===== src/rtl/snail_pattern_source.sv =====
// Stimulus source for the snail pattern detector: programmable-rate enable strobe
// plus one serial bit per strobe, taken from a rotating pattern register or a 16-bit LFSR.
module snail_pattern_source #(
  parameter int          DIV_W     = 24,
  parameter int          PATTERN_W = 16,
  parameter logic [15:0] LFSR_SEED = 16'hACE1
) (
  input  logic                         clk,
  input  logic                         rst,
  input  logic [DIV_W-1:0]             div,
  input  logic                         mode,
  input  logic                         load,
  input  logic [PATTERN_W-1:0]         pattern_in,
  output logic                         en,
  output logic                         a,
  output logic [$clog2(PATTERN_W)-1:0] bit_idx,
  output logic                         wrap
);

  localparam int                IDX_W    = $clog2(PATTERN_W);
  // An all-zero seed would lock the LFSR, so it is forced to 1.
  localparam logic [15:0]       SEED     = (LFSR_SEED == 16'h0000) ? 16'h0001 : LFSR_SEED;
  localparam logic [IDX_W-1:0]  LAST_IDX = IDX_W'(PATTERN_W - 1);

  logic [DIV_W-1:0]     r_cnt;
  logic                 r_en;
  logic                 r_wrap;
  logic [PATTERN_W-1:0] r_sr;
  logic [IDX_W-1:0]     r_idx;
  logic [15:0]          r_lfsr;

  logic [15:0]          w_lfsr_nxt;
  logic                 w_idx_last;

  // Fibonacci x^16+x^14+x^13+x^11+1, shifting right.
  assign w_lfsr_nxt = {r_lfsr[0] ^ r_lfsr[2] ^ r_lfsr[3] ^ r_lfsr[5], r_lfsr[15:1]};
  assign w_idx_last = (r_idx == LAST_IDX);

  always_ff @(posedge clk) begin
    if (rst) begin
      r_cnt  <= '0;
      r_en   <= 1'b0;
      r_wrap <= 1'b0;
      r_sr   <= '0;
      r_idx  <= '0;
      r_lfsr <= SEED;
    end else if (load) begin
      r_cnt  <= '0;
      r_en   <= 1'b0;
      r_wrap <= 1'b0;
      r_sr   <= pattern_in;
      r_idx  <= '0;
      r_lfsr <= SEED;
    end else begin
      // >= rather than == so a shrinking div fires at once instead of wrapping the counter.
      if (r_cnt >= div) begin
        r_en  <= 1'b1;
        r_cnt <= '0;
      end else begin
        r_en  <= 1'b0;
        r_cnt <= r_cnt + 1'b1;
      end
      // Both sources advance every strobe so a mode switch keeps bit_idx aligned.
      if (r_en) begin
        r_sr   <= {r_sr[PATTERN_W-2:0], r_sr[PATTERN_W-1]};
        r_idx  <= w_idx_last ? '0 : r_idx + 1'b1;
        r_wrap <= w_idx_last;
        r_lfsr <= w_lfsr_nxt;
      end else begin
        r_wrap <= 1'b0;
      end
    end
  end

  assign en      = r_en;
  assign wrap    = r_wrap;
  assign bit_idx = r_idx;
  assign a       = mode ? r_lfsr[0] : r_sr[PATTERN_W-1];

endmodule


===== config.mk =====
export PLATFORM = sky130hd
export DESIGN_NAME = snail_pattern_source
export DESIGN_NICKNAME = d
export VERILOG_FILES = /design/src/rtl/snail_pattern_source.sv
export SDC_FILE = /design/constraint.sdc
export NUM_CORES = 1
export LEC_CHECK = 0
export CAP_MARGIN = 20
export CELL_PAD_IN_SITES_DETAIL_PLACEMENT = 2
export CELL_PAD_IN_SITES_GLOBAL_PLACEMENT = 2
export CORE_AREA = 2 2 104 106
export DETAILED_ROUTE_END_ITERATION = 8
export DIE_AREA = 0 0 106 108
export GPL_TIMING_DRIVEN = 0
export PLACE_DENSITY_LB_ADDON = 0.1
export SYNTH_ARGS = -nofsm -noshare
export SYNTH_HDL_FRONTEND = slang
export SYNTH_SLANG_ARGS = --single-unit

===== constraint.sdc =====
create_clock -name clk -period 2.8 [get_ports clk]
set_input_delay 0.56 -clock clk [delete_from_list [all_inputs] [get_ports clk]]
set_output_delay 0.56 -clock clk [all_outputs]
set_load 0.1 [all_outputs]

# After elaboration in Yosys (flattened, before gate mapping)

Cells that the tools add are included.

Output and inout bits: 7
Input bits: 44
Register bits: 62

Muxes and demuxes: 5
Equality and inequality tests: 1
Reduce and logical (&&, ||, !) cells: 4
Order comparisons: 1
Bitwise gates (word level): 4
Add/subtract/negate cells: 2

Operator list:

| operator                                       | count |
|---|---|
| two-way mux 16 bit                             | 2 |
| adder 24 x 1 -> 24 bit (second input constant) | 1 |
| greater-or-equal comparator 24 bit             | 1 |
| OR reduction 3 bit                             | 2 |
| adder 4 x 1 -> 4 bit (second input constant)   | 1 |
| equality test 4 bit (second input constant)    | 1 |
| two-way mux 4 bit                              | 1 |
| bitwise XOR 1 bit                              | 3 |
| two-way mux 1 bit                              | 2 |
| nonzero test 2 bit                             | 1 |
| OR reduction 2 bit                             | 1 |
| NOT 1 bit                                      | 1 |

# Depth between registers and ports, before layout

Word-level depth: 3
Depth in mapped cells: 8

# Worst setup path after synthesis

Ideal clock, no wire load.

Path kind: input-to-reg
From: input div[0]
To: register r_cnt[8]
Library setup time: 0.074 ns
Slack: 0.666 ns
Arrival: 2.059 ns
Stages: 7
Cell sequence: ha_1 > nand2b_4 > a2111oi_4 > o31ai_1 > a311o_2 > buf_6 > nor3_4

Longest elaborated chain between the ends: 2

Ends and longest elaborated chain:

| what                               | line | source |
|---|---|---|
| start: declaration                 | 10   | `input logic [DIV_W-1:0] div,` |
| greater-or-equal comparator 24 bit | 56   | `if (r_cnt >= div) begin` |
| OR reduction 3 bit (no line)       | n/a  |  |
| end signal: assignment             | 61   | `r_cnt <= r_cnt + 1'b1;` |
| end: declaration                   | 25   | `logic [DIV_W-1:0] r_cnt;` |

Every way passes these cells.
A chain may end at the register's enable or synchronous reset.

# Final worst setup path

From: input mode
To: output a

Longest elaborated chain between the ends: 1

Ends and longest elaborated chain:

| what               | line | source |
|---|---|---|
| start: declaration | 11   | `input logic mode,` |
| two-way mux 1 bit  | 78   | `assign a = mode ? r_lfsr[0] : r_sr[PATTERN_W-1];` |
| end: declaration   | 15   | `output logic a,` |

Every way passes these cells.

==> results.cfg <==
[timing]
final-hold-violation-count = 0
grt_setup_unrepaired = no
post-route-period-util_pct = 93.2
finClkSkew_ns = 0.00749
worst_slew_margin_rel_pct = 33.2
timing.final.setup_violations = 0
setup_tns_ns = 0
timing.final.crit_period_ns = 2.61
timing_max_transition_violations_final = 0
timing.hold.ws_ns = 0.484
max_clock_freq_mhz = 383
tightest_slew_ns = 0.999

[critical_path]
crit_arrival_ns = 2.05
timing.critical_path.required_ns = 2.24
critPathLaunchType = input pin
critical_path.max_fanout = 1
timing.setup.critical_path_class = in2out
end_kind = output port

[routing]
final_routed_drc_violation_total = 0
wl_um = 8460
number_of_optimization_iterations_in_the_first_detailed_route_pass = 4
route.detailed.vias_per_inst = 4.84
vias = 2731
routed_wire_length_per_instance_um = 15.0
detailedRoute.firstIterationViolations = 54
ant_nets = 0

[synth]
synth.area.top_cells = dfxtp_1, mux2i_1, ha_1, nor2_1, nor3_2
synth_common_cells = dfxtp_1, nor2_1, mux2i_1
postSynthAreaPerCell_um2 = 9.17
synth_flop_cell = dfxtp_1
syn-instance-count = 364
synth_seq_cells = 62
synth_top_area_share_pct = 37.2
synth_largest_area_cell = dfxtp_1
syn-cell-area_mm2 = 0.00334
yosysUniqueCellTypes = 37
syn-num-nets = 434
synthMostInstantiatedCell = dfxtp_1
synth-edff-count = 0
synth_async_sr_flop_share_pct = 0
post_synthesis_sequential_area_ratio_pct = 37.2
yosysWarnings = 0

[flow_run]
maxCapViolations = 0

[power]
vdd.ir_drop.worst_mv = 0.213
power_density_normalized_to_cell_area_mw_per_mm2 = 493
power_leakage_nw = 1.63

[global_routing]
first_global_vias = 3026
grt_remaining_overflow = 0
grt_pass1_wl_um = 14500
antenna_violations_before_repair = 0
largest_net_degree_at_the_start_of_global_routing = 14
grt.total_usage_pct = 15.9

[cts]
tritoncts_num_sinks = 62
path_clk_slew_ns = 0.08
tritoncts = done
root_buffer = clkbuf_8
post_cts.repair.setup_buffers = 0
cts_buffer_depth = 2
clock_tree.htree_level_count = 3
cts_hold_buffers = 0
numCtsBuffers = 9
worstSkewPairLatency_ns = 0.34

[outcome]
result_of_the_run = finished clean

[floorplan]
dieArea_mm2 = 0.0114
die_y_um = 108
floorplan.core_area_mm2 = 0.0102
chipWidth_um = 106
effective_utilization_at_floorplan_pct = 32.6
placement_rows = 37
design.portCount = 51

[cells_and_area]
antenna_cells = 0
area.growth.synth_to_final_pct = 27.0
share_of_the_core_filled_with_cells_in_the_final_layout_pct = 41.4
finish.cell_count_without_fillers = 564
final_layout_size_suffix_gt1_share_pct = 11.9
finalInstanceArea_mm2 = 0.00424
finish.net_count = 493

[place]
dpl-instance-area_mm2 = 0.00399
gp_congestion = 0.714
port_buffers = 48
dpl.hpwl_um = 6350
dp.cells = 548

[hold_path]
hold_path_class = reg2reg
-- metrics by stage --
stage	total power, mW	setup slack [ns]
final	2.09	0.190
after global routing	2.18	0.161
after CTS	2.13	0.178
after detailed placement	1.10	-0.0987
after global placement	1.09	-0.123
after floorplan	1.01	0.666
-- cell usage in the layout, fill, tap and decap left out, types with 2 or more instances in the layout --
cell type	count
and3_1	3
clkdlybuf4s50_1	47
inv_1	25
dfxtp_1	62
nor3_4	2
xnor2_1	10
nor2_1	53
buf_2	4
mux2i_1	33
a21oi_1	27
bufinv_16	3
nand2_1	23
clkbuf_1	10
o21ai_0	3
nor3_1	7
ha_1	26
nor3_2	18
nand3_1	11
inv_6	2
nand4_1	8
o21a_1	3
xor2_1	16
and4_1	2
clkbuf_8	9
buf_6	2
-- area by class of cell --
cell class,instances,area [um2]
buffer,17,83.8
clock buffer,9,124
clock inverter,7,128
fill,1172,5990
inverter,25,93.8
multi-input combinational,260,1920
sequential,62,1240
tap,136,170
timing repair buffer,48,479
-- report_power, final --
| part | switching, mW | total [mW] | internal (mW) |
|---|---|---|---|
| clock network | 0.411 | 1.02 | 0.605 |
| logic | 0.0804 | 0.169 | 0.0887 |
| registers | 0.00891 | 0.904 | 0.895 |
-- logic make-up (layout without fill, tap and decap cells) --
logic type	Yosys count	count (layout)	share of synthesized area, %
AND/OR/NAND/NOR	134	134	23.2
flip-flops	62	62	37.2
buffers and inverters	42	106	5.32
AO/OA/AOI/OAI	40	40	7.53
multiplexers	34	34	10.2
adder cells (fa/ha/maj)	26	26	9.74
XOR/XNOR	26	26	6.82
-- final timing paths --
kind | startpoint | endpoint | slack (ns) | cells after the start
setup / recovery | mode | a | 0.19 | 3
hold / removal | r_lfsr[1] | r_lfsr[0] | 0.48 | 2
setup reg to reg | r_cnt[0] | r_cnt[11] | 0.54 | 8
hold reg to reg | r_lfsr[1] | r_lfsr[0] | 0.48 | 2
-- sequential cells by signal (all words and copies together) (netlist names) --
signal,cells
r_sr,16
wrap,1
r_lfsr,16
r_cnt,24
en,1
bit_idx,4
-- layer usage --
layer	track usage, %	share of wire, %	vias up
met5	0	0	-
met4	3.38	0.84	0
met3	4.58	3.3	7
met2	30.1	52	37
met1	17.8	44	1325
li1	-	-	1362
-- critical path, stage by stage --
cell and delay [ns]:
clkdlybuf4s50_1 0.41, mux2_2 0.23, dlygate4sd2_1 0.85
-- timing repair --
| action | in CTS | in global routing |
|---|---|---|
| gates resized for setup | 1 | 0 |
| hold endpoints to repair | 0 | 0 |
| endpoints found under the setup margin | 1 | 0 |
Note: power is estimated with default switching activity, not from simulation.
